==> config.mk <==
export PLATFORM = sky130hd
export DESIGN_NAME = imem_prog_loader
export DESIGN_NICKNAME = d
export VERILOG_FILES = /design/src/rtl/imem_prog_loader.sv
export SDC_FILE = /design/constraint.sdc
export NUM_CORES = 1
export LEC_CHECK = 0
export ABC_CLOCK_PERIOD_IN_PS = 2300
export BUFFER_PORTS_ARGS = -buffer_cell sky130_fd_sc_hd__buf_2
export CAP_MARGIN = 25
export CORE_ASPECT_RATIO = 1.5
export CORE_MARGIN = 5
export CORE_UTILIZATION = 58
export DETAILED_ROUTE_END_ITERATION = 8
export PLACE_DENSITY = 0.79
export SYNTH_ARGS = -nofsm -noshare
export SYNTH_HDL_FRONTEND = slang
export SYNTH_SLANG_ARGS = --single-unit
==> constraint.sdc <==
create_clock -name clk -period 2.3 [get_ports clk]
set_input_delay 0.23 -clock clk [delete_from_list [all_inputs] [get_ports clk]]
set_output_delay 0.23 -clock clk [all_outputs]
set_load 0.02 [all_outputs]
==> src/rtl/imem_prog_loader.sv <==
// Byte-stream program loader: receives a framed image (16-bit count, N big-endian
// words, checksum byte), writes it to instruction memory and gates the core's reset.
module imem_prog_loader #(
    parameter int ADDR_WIDTH = 8
) (
    input  logic                  clk,
    input  logic                  reset,
    input  logic [7:0]            byte_in,
    input  logic                  byte_valid,
    output logic                  byte_ready,
    input  logic                  start,
    output logic                  imem_we,
    output logic [ADDR_WIDTH-1:0] imem_addr,
    output logic [31:0]           imem_wdata,
    output logic                  cpu_reset,
    output logic                  load_done,
    output logic                  load_error
);

    localparam logic [2:0] S_HDR_HI = 3'd0;
    localparam logic [2:0] S_HDR_LO = 3'd1;
    localparam logic [2:0] S_DATA   = 3'd2;
    localparam logic [2:0] S_CSUM   = 3'd3;
    localparam logic [2:0] S_DONE   = 3'd4;
    localparam logic [2:0] S_ERROR  = 3'd5;

    localparam logic [16:0] MAX_WORDS = 17'd1 << ADDR_WIDTH;

    logic [2:0]            state;
    logic [15:0]           count;
    logic [ADDR_WIDTH:0]   word_idx;
    logic [1:0]            byte_idx;
    logic [31:0]           shreg;
    logic [7:0]            acc;

    logic                  accept;
    logic [16:0]           hdr_count;
    logic [16:0]           next_word;
    logic                  loading;

    assign loading    = (state == S_HDR_HI) || (state == S_HDR_LO) ||
                        (state == S_DATA)   || (state == S_CSUM);
    assign byte_ready = reset && loading;
    assign accept     = byte_valid && byte_ready;

    // Full count as it will stand once the low header byte is latched.
    assign hdr_count  = {1'b0, count[15:8], byte_in};
    assign next_word  = 17'(word_idx) + 17'd1;

    // Status outputs decode the registered state, so they change one edge after the deciding accept.
    assign cpu_reset  = (state != S_DONE);
    assign load_done  = (state == S_DONE);
    assign load_error = (state == S_ERROR);

    // NOTE: every register here uses <= so all of them sample pre-edge values in the same cycle.
    always_ff @(posedge clk) begin
        if (!reset) begin
            state      <= S_HDR_HI;
            count      <= '0;
            word_idx   <= '0;
            byte_idx   <= '0;
            shreg      <= '0;
            acc        <= '0;
            imem_we    <= 1'b0;
            imem_addr  <= '0;
            imem_wdata <= '0;
        end else begin
            imem_we <= 1'b0;
            case (state)
                S_HDR_HI: begin
                    if (accept) begin
                        count[15:8] <= byte_in;
                        acc         <= acc + byte_in;
                        state       <= S_HDR_LO;
                    end
                end
                S_HDR_LO: begin
                    if (accept) begin
                        count[7:0] <= byte_in;
                        acc        <= acc + byte_in;
                        if (hdr_count > MAX_WORDS)
                            state <= S_ERROR;
                        else if (hdr_count == 17'd0)
                            state <= S_CSUM;
                        else
                            state <= S_DATA;
                    end
                end
                S_DATA: begin
                    if (accept) begin
                        shreg    <= {shreg[23:0], byte_in};
                        acc      <= acc + byte_in;
                        byte_idx <= byte_idx + 2'd1;
                        if (byte_idx == 2'd3) begin
                            imem_we    <= 1'b1;
                            imem_addr  <= word_idx[ADDR_WIDTH-1:0];
                            imem_wdata <= {shreg[23:0], byte_in};
                            word_idx   <= word_idx + 1'b1;
                            if (next_word == {1'b0, count})
                                state <= S_CSUM;
                        end
                    end
                end
                S_CSUM: begin
                    if (accept)
                        state <= (byte_in == acc) ? S_DONE : S_ERROR;
                end
                S_DONE, S_ERROR: begin
                    if (start) begin
                        state    <= S_HDR_HI;
                        count    <= '0;
                        word_idx <= '0;
                        byte_idx <= '0;
                        shreg    <= '0;
                        acc      <= '0;
                    end
                end
                default: state <= S_HDR_HI;
            endcase
        end
    end

endmodule

---- After elaboration in Yosys (flattened, before gate mapping) ----
Index checks and enable logic that the tools add are counted.
operators by class
  eq/ne operators ......................... 17
  $add $sub $neg .......................... 4
  reduce and logical (&&, ||, !) cells .... 21
  order comparisons ....................... 1
  mux-type cells .......................... 29
operator list
  kind                                                                               number
  24-bit two-way mux                                                                 2
  24-bit one-hot mux with 2 select lines                                             1
  8-bit one-hot mux with 2 select lines                                              3
  9-bit two-way mux                                                                  3
  3-bit two-way mux                                                                  8
  8-bit two-way mux                                                                  3
  9-bit one-hot mux with 2 select lines                                              1
  3-bit AND reduction                                                                6
  17-bit zero test                                                                   1
  10-bit by 16-bit == test with 1-bit output                                         1
  16-bit by 9-bit greater-than comparator with 1-bit output (second input constant)  1
  16-bit two-way mux                                                                 1
  3-bit one-hot mux with 5 select lines                                              1
  9-bit by 1-bit adder with 10-bit output (second input constant)                    1
  2-bit != test (second input constant)                                              5
  9-bit by 1-bit adder with 9-bit output (second input constant)                     1
  8-bit adder                                                                        1
  8-bit == test                                                                      1
  2-bit nonzero test                                                                 4
  7-bit AND reduction                                                                1
  3-bit by 2-bit == test with 1-bit output (second input constant)                   2
  3-bit == test (second input constant)                                              2
  2-bit by 1-bit != test with 1-bit output (second input constant)                   3
  2-bit two-way mux                                                                  2
  other kinds (12)                                                                   17
storage, ports and cells
  output and inout port bits .............. 45
  register bits after elaboration ......... 103
  input bits .............................. 12
  logic and storage cells ................. 82

---- Longest topological paths before layout ----
Gate-level depths: netlist of run 1.
  depth after elaboration ................. 8
  mapped depth ............................ 8
  mapped depth without buffers ............ 8

---- Worst setup path after synthesis of run 1 ----
OpenSTA, ideal clock, no wires.
  kind .................................... register to register
  start ................................... reg acc[1]
  end ..................................... reg acc[7]
  period minus slack after synthesis ...... 1868 ps
  setup time .............................. 76 ps
  buffers on the path ..................... 0
  data required time ...................... 2224 ps
  path slack .............................. 432 ps
  cell stages (with the launch flop) ...... 8
  data arrival time ....................... 1793 ps
  cell sequence ........................... dfxtp_1 -> ha_1 -> a21oi_1 -> o21ai_0 -> a2111o_1 -> a2111oi_0 -> nor3_1 -> a21boi_0
on the way
  cells in the longest elaborated chain, start to end .. 3
RTL lines
  what                                   RTL line    text
  from (decl)                            34          logic [7:0] acc;
  from (signal assigned)                 73          acc <= acc + byte_in;
  from (signal assigned)                 80          acc <= acc + byte_in;
  from (signal assigned)                 92          acc <= acc + byte_in;
  8-bit adder                            73, 80, 92
  8-bit two-way mux                      71, 78, 90
  8-bit one-hot mux with 2 select lines  69          case (state)
Every way passes these cells. The select of a mux whose other input is x is not followed.
A chain may end at the register's enable or synchronous reset.

---- Worst setup path after layout of run 1 ----
Same ends and word-level chain as after synthesis.

==> results of run 1 <==
## cell families after synthesis
family          count (synthesis)  share of synthesized area (%)
compound gates                145                           22.8
xor+xnor                       15                           2.90
fa+ha+maj                      10                           2.76
buf+inv                        52                           5.01
flops                         103                           43.0
mux                             1                          0.209
simple gates                  221                           23.3
## repair_timing
action                     in CTS  in global routing
resized for setup               0                  2
setup buffers                   0                  0
setup endpoints to repair       0                  1
## Yosys cell counts, types with 9 or more instances
cell type	number	area share, %
clkbuf_1	25	2.0
a21oi_1	13	1.4
nor2_1	17	1.3
nand2_1	100	7.8
ha_1	9	2.3
buf_2	10	1.0
o21ai_0	13	1.4
a21boi_0	50	7.8
nor2b_1	49	6.4
dfxtp_1	103	43
a22oi_1	20	3.1
a32oi_1	25	4.6
## area by class of cell
| type | instances | area (um2) |
|---|---|---|
| Tap cell | 105 | 131 |
| Sequential cell | 103 | 2060 |
| Fill cell | 672 | 2670 |
| Inverter | 7 | 26.3 |
| Multi-Input combinational cell | 392 | 2500 |
| Timing Repair Buffer | 68 | 383 |
| Clock inverter | 6 | 53.8 |
| Clock buffer | 10 | 229 |
## worst register-to-register path: stages, from the launching register on
cell and delay [ns]:
dfxtp_1 0.38, ha_1 0.27, a21oi_1 0.19, o21ai_0 0.14, a2111o_1 0.42, a2111oi_0 0.40, nor3_1 0.08, a21boi_0 0.18
## flip-flops by register name, indices dropped and copies added (netlist names)
signal and flops:
byte_idx 2, shreg 24, state 3, imem_we 1, imem_addr 8, word_idx 9, count 16, imem_wdata 32
acc 8
## worst min-delay path by stage
stage                    from              to  slack (ns)  cells after the start
2_1_floorplan      byte_in[0]   imem_wdata[0]        0.37                      2
3_3_place_gp    imem_wdata[3]   imem_wdata[3]        0.45                      2
6_report                reset        state[2]        0.16                      2
5_1_grt                 reset        state[2]        0.21                      2
4_1_cts                 reset        state[2]        0.17                      2
3_5_place_dp   imem_wdata[17]  imem_wdata[17]        0.46                      2
## metal layers
metal,up-vias,global-route usage (%)
met4,0,11.4
li1,1984,-
met3,26,4.14
met1,1893,28.5
met5,-,0
met2,119,36.7
## metrics by stage
step | instance area (um2) | total power (uW) | util, %
after detailed placement | 5100 | 2410 | 63.3
after floorplan | 4800 | 2300 | -
final | 5390 | 3830 | 66.8
after CTS | 5390 | 3850 | 66.8
after global placement | 5100 | 2400 | 63.3
after global routing | 5390 | 3970 | 66.8
## power groups by stage
stage	Combinational [uW]	Clock [uW]	Sequential, uW
floorplan	398	0	1900
global placement	483	0	1920
detailed placement	494	0	1920
CTS	496	1480	1880
global route	548	1540	1890
finish	502	1450	1880
==> reports/results.tsv, run 1 <==
stage	metric	value	unit
grt	global-route wire length before repair	18700	um
die	Core Area	0.00806	mm2
worst_setup_path	Worst Reg-to-Reg Cells	7	
timing	Peak Freq	471	MHz
route	Via Count	4022	
worst_setup_path	Worst Path Required	2.58	ns
timing	setup_tns	0	ns
job	Max-Cap Viols	0	
worst_setup_path	Worst R2R Setup Slack	0.18	ns
power	logic gate share of total power	13.1	%
hold_path	HP Class	input port to flop	
die	DIE AREA	0.0102	mm2
cts	clock root buffer	clkbuf_16	
placed_design	Placed Cells	675	
layout	# diodes	0	
synth	Syn Std Cell Area	0.00480	mm2
synth	Cells after Synth	547	
power	sw power	1040	uW
timing	Final Cycle Share	92.3	%
timing	final worst slack	0.178	ns
power	Int Pwr	2790	uW
layout	final cell count without fillers	691	
route	Initial DRC Count	366	
cts	CTS tree	built	
power	sequential power share	49.1	%
timing	Final Hold Fails	0	
cts	CTS Buf Count	9	
cts	deepest clock path buffer count	2	
synth	syn_nets	569	
synth	sequential-to-total area share from yosys stat	43.0	%
worst_setup_path	Critical Path, Cell by Cell	ha_1 > a21oi_1 > o21ai_0 > a2111o_1 > a2111oi_0 > nor3_1 > a21boi_0	
die	# IOs	57	
layout	share of cells above drive strength 1	17.4	%
timing	count of pins over their slew limit	0	
worst_setup_path	Levels on crit path	7	
timing	Min Hold Slack	0.164	ns
synth	Unique masters post-synth	58	
placed_design	HPWL Detailed	7620	um
worst_setup_path	CP startpoint	acc[1]	
worst_setup_path	kind of critical path	flop to flop	
grt	gr ovfl total	0	
worst_setup_path	Worst R2R Start	acc[1]	
die	Initial Utilization	59.5	%
synth	Post-synth EDFFs	0	
route	drt pass-1 iters	4	
grt	total track usage	22.6	%
timing	Final setup violation count	0	
worst_setup_path	CP endpoint kind	flop	
layout	Layout area overhead	12.3	%
worst_setup_path	Worst setup endpoint	acc[7]	
cts	clock tree sinks	103	
timing	Slew @ Worst Pin	0.775	ns
route	Antenna Violating Nets Remaining	0	
power	clock power share	37.8	%
worst_setup_path	buffer and inverter count on the worst path	0	
timing	RSZ-0062 raised after global routing	no	
power	switching share of total power	27.1	%
placed_design	Place WS	0.138	ns
timing	crit path time final	2.12	ns
grt	number of global-route vias before repair	3869	
route	wl on met1	4740	um
synth	Mapped Avg Cell Area	8.77	um2
synth	post-synthesis async set-or-reset flop share	0	%
route	met3 routed WL	602	um
cts	# hold bufs at CTS	0	
placed_design	GP Congestion	0.911	
power	pwr/cell area	711	mW/mm2
cts	H-tree depth	3	
worst_setup_path	CP top delay family	compound AO/OA/AOI/OAI gates	
worst_setup_path	maximum fanout along the worst path	3	
worst_setup_path	reg-to-reg endpoint	acc[7]	
timing	worst clock skew	0.00792	ns
synth	Main synth FF type	dfxtp_1	
placed_design	I/O Buffers	56	
power	VDD IR-drop max	444	uV
layout	most common cell after layout, fill and taps aside	dfxtp_1	
synth	Ys Warns	0	
die	die width	84.3	um
grt	largest net degree at the start of global routing	100	
worst_setup_path	Critical Path Max Stage Delay	0.42	ns
route	metal2 WL	5330	um
grt	initial antenna violation count	0	
layout	final net count	603	
die	Die Y	121	um
route	final wirelength	11100	um
worst_setup_path	Worst setup SP type	flop	
power	Leak	0.00202	uW
route	DR WL/cell	16.1	um
route	highest metal used	met4	
timing	relative slew slack	48.3	%
synth	synthesized flop and latch total	103	
worst_setup_path	CP Data Arrival Time	2.40	ns
run_status	status	finished, final reports clean	
route	detailed-route DRC error count	0	
worst_setup_path	Max stage delay cell, worst path	a2111o_1	
layout	most frequent cells in the layout	dfxtp_1, nand2_1, buf_2, a21boi_0, nor2b_1	
cts	clk slew on worst S/H paths	0.07	ns
die	row count	40	
route	Via density	5.82	
cts	clk_lat worst skew	0.35	ns
Note: power is estimated with default switching activity, not from simulation.
==> inputs of run 2 (changes only) <==
Settings changed: CORE_UTILIZATION 58 to 40, PLACE_DENSITY 0.79 to not set.
==> reports/results.tsv, run 2 (same netlist as run 1, synthesis figures left out) <==
stage	metric	value	unit	change
layout	share of cells above drive strength 1	18.0	%	was 17.4%
placed_design	GP Congestion	0.810		was 0.911
die	DIE AREA	0.0143	mm2	was 0.0102 mm2
grt	gr ovfl total	0		unchanged
worst_setup_path	CP endpoint kind	flop		unchanged
hold_path	Hold EP	state[1]		was state[2]
cts	clock tree sinks	103		unchanged
die	Initial Utilization	40.3	%	was 59.5%
grt	global-route wire length before repair	19900	um	was 18700 um
power	Int Pwr	2920	uW	was 2790 uW
layout	# fillers	1204		was 672
worst_setup_path	kind of critical path	flop to flop		unchanged
layout	final net count	605		was 603
die	Core Area	0.0119	mm2	was 0.00806 mm2
timing	Min Hold Slack	0.215	ns	was 0.164 ns
layout	Biggest register	imem_wdata		unchanged
die	Die Y	144	um	was 121 um
route	Initial DRC Count	243		was 366
die	die width	99.4	um	was 84.3 um
placed_design	I/O Buffers	56		unchanged
power	VDD IR-drop max	382	uV	was 444 uV
worst_setup_path	maximum fanout along the worst path	7		was 3
worst_setup_path	Worst R2R Setup Slack	0.22	ns	was 0.18 ns
route	final wirelength	12200	um	was 11100 um
cts	# hold bufs at CTS	0		unchanged
route	detailed-route DRC error count	0		unchanged
layout	# diodes	0		unchanged
power	pwr/cell area	729	mW/mm2	was 711 mW/mm2
cts	CTS tree	built		unchanged
placed_design	HPWL Detailed	8420	um	was 7620 um
layout	area of the multi-input gates	0.00250	mm2	about the same
layout	register area	0.00206	mm2	unchanged
timing	final worst slack	0.223	ns	was 0.178 ns
hold_path	HP Start	byte_valid		was reset
layout	most frequent cells in the layout	dfxtp_1, nand2_1, buf_2, a21boi_0, nor2b_1		unchanged
worst_setup_path	buffer and inverter count on the worst path	0		unchanged
timing	Slew @ Worst Pin	0.625	ns	was 0.775 ns
layout	Post-Route Utilization	46.2	%	was 66.8%
layout	Layout area overhead	14.6	%	was 12.3%
power	sequential power share	47.0	%	was 49.1%
timing	RSZ-0062 raised after global routing	no		unchanged
cts	CTS Buf Count	9		unchanged
hold_path	worst hold path depth	3		was 2
worst_setup_path	Worst setup SP type	flop		unchanged
route	Antenna Violating Nets Remaining	0		unchanged
power	logic gate share of total power	13.0	%	was 13.1%
worst_setup_path	CP top delay family	compound AO/OA/AOI/OAI gates		unchanged
cts	deepest clock path buffer count	2		unchanged
timing	crit path time final	2.08	ns	was 2.12 ns
layout	Largest regs	imem_wdata x32, shreg x24, count x16		unchanged
timing	relative slew slack	58.3	%	was 48.3%
route	Via density	5.44		was 5.82
worst_setup_path	reg-to-reg endpoint	state[0]		was acc[7]
run_status	status	finished, final reports clean		unchanged
layout	most common cell after layout, fill and taps aside	dfxtp_1		unchanged
route	drt pass-1 iters	4		unchanged
die	# IOs	57		unchanged
worst_setup_path	Critical Path Max Stage Delay	0.42	ns	about the same
route	DR WL/cell	16.4	um	was 16.1 um
timing	worst clock skew	0.00721	ns	was 0.00792 ns
route	Via Count	4030		was 4022
cts	H-tree depth	3		unchanged
power	sw power	1090	uW	was 1040 uW
grt	initial antenna violation count	0		unchanged
hold_path	HP Class	input port to flop		unchanged
timing	Final Cycle Share	90.3	%	was 92.3%
timing	Final Hold Fails	0		unchanged
power	total power	4010	uW	was 3830 uW
grt	number of global-route vias before repair	3866		was 3869
power	clock power share	40.1	%	was 37.8%
cts	clock root buffer	clkbuf_16		unchanged
power	switching share of total power	27.1	%	about the same
worst_setup_path	Worst Reg-to-Reg Cells	7		unchanged
worst_setup_path	Worst R2R Start	word_idx[1]		was acc[1]
worst_setup_path	Max stage delay cell, worst path	dfxtp_1		was a2111o_1
grt	largest net degree at the start of global routing	79		was 100
cts	clk slew on worst S/H paths	0.07	ns	about the same
worst_setup_path	CP startpoint	word_idx[1]		was acc[1]
grt	total track usage	17.4	%	was 22.6%
power	Leak	0.00205	uW	was 0.00202 uW
timing	Final setup violation count	0		unchanged
die	row count	49		was 40
placed_design	Place WS	0.125	ns	was 0.138 ns
worst_setup_path	Critical Path, Cell by Cell	ha_1 > nand3_2 > or3_1 > a21oi_1 > o31ai_1 > a31oi_1 > mux2i_1		was ha_1 > a21oi_1 > o21ai_0 > a2111o_1 > a2111oi_0 > nor3_1 > a21boi_0
cts	clk_lat worst skew	0.34	ns	was 0.35 ns
layout	Largest register FFs	32		unchanged
worst_setup_path	Worst Path Required	2.58	ns	about the same
job	Max-Cap Viols	0		unchanged
worst_setup_path	CP Data Arrival Time	2.35	ns	was 2.40 ns
timing	count of pins over their slew limit	0		unchanged
timing	setup_tns	0	ns	unchanged
timing	Peak Freq	481	MHz	was 471 MHz
==> run 2: metal layers <==
metal	part of all wire (%)	wire length [um]	GRT usage, %	vias up
met2	49	5960	29.4	83
met1	44	5370	21.5	1946
met4	2.0	247	7.19	0
li1	-	-	-	1984
met3	4.8	579	3.52	17
met5	0	0	0	-
==> run 2: how the worst max path moves through the flow <==
| stage | endpoint | cells after the start | slack (ns) |
|---|---|---|---|
| after detailed placement | state[0] | 7 | 0.12 |
| after global placement | state[0] | 7 | 0.18 |
| after floorplan | acc[7] | 7 | 0.43 |
| after global routing | state[0] | 7 | 0.09 |
| final | state[0] | 7 | 0.22 |
| after CTS | state[0] | 7 | 0.1 |
==> run 2: power by group through the flow <==
| stage | sequential [uW] | clock, uW | combinational, uW |
|---|---|---|---|
| 6_report | 1880 | 1610 | 521 |
| 5_1_grt | 1890 | 1730 | 570 |
| 4_1_cts | 1880 | 1640 | 520 |
| 3_5_place_dp | 1920 | 0 | 518 |
| 3_3_place_gp | 1920 | 0 | 509 |
| 2_1_floorplan | 1900 | 0 | 398 |
==> run 2: tightest hold or removal path, stage by stage <==
cell,delay (ns)
buf_2,0.13
nand3_1,0.07
a21boi_0,0.08
==> run 2: timing repair <==
item / in CTS / in global routing
hold endpoints to repair: 0 / 0
setup buffers: 0 / 0
endpoints found under the setup margin: 0 / 1
gates resized for setup: 0 / 2
==> run 2: cell type report <==
class	instances	area share (%)
clock inverters	7	1.62
flip-flops and latches	103	37.5
clock buffers	9	4.10
multi-input cells	392	45.6
repair buffers	70	7.24
well taps	153	3.48
inverters	7	0.478
==> run 2: through the flow <==
step           instance area (um2)  std cells
6_report                      5500        741
5_1_grt                       5500        741
4_1_cts                       5490        741
3_5_place_dp                  5180        725
3_3_place_gp                  5180        725
2_1_floorplan                 4800        547
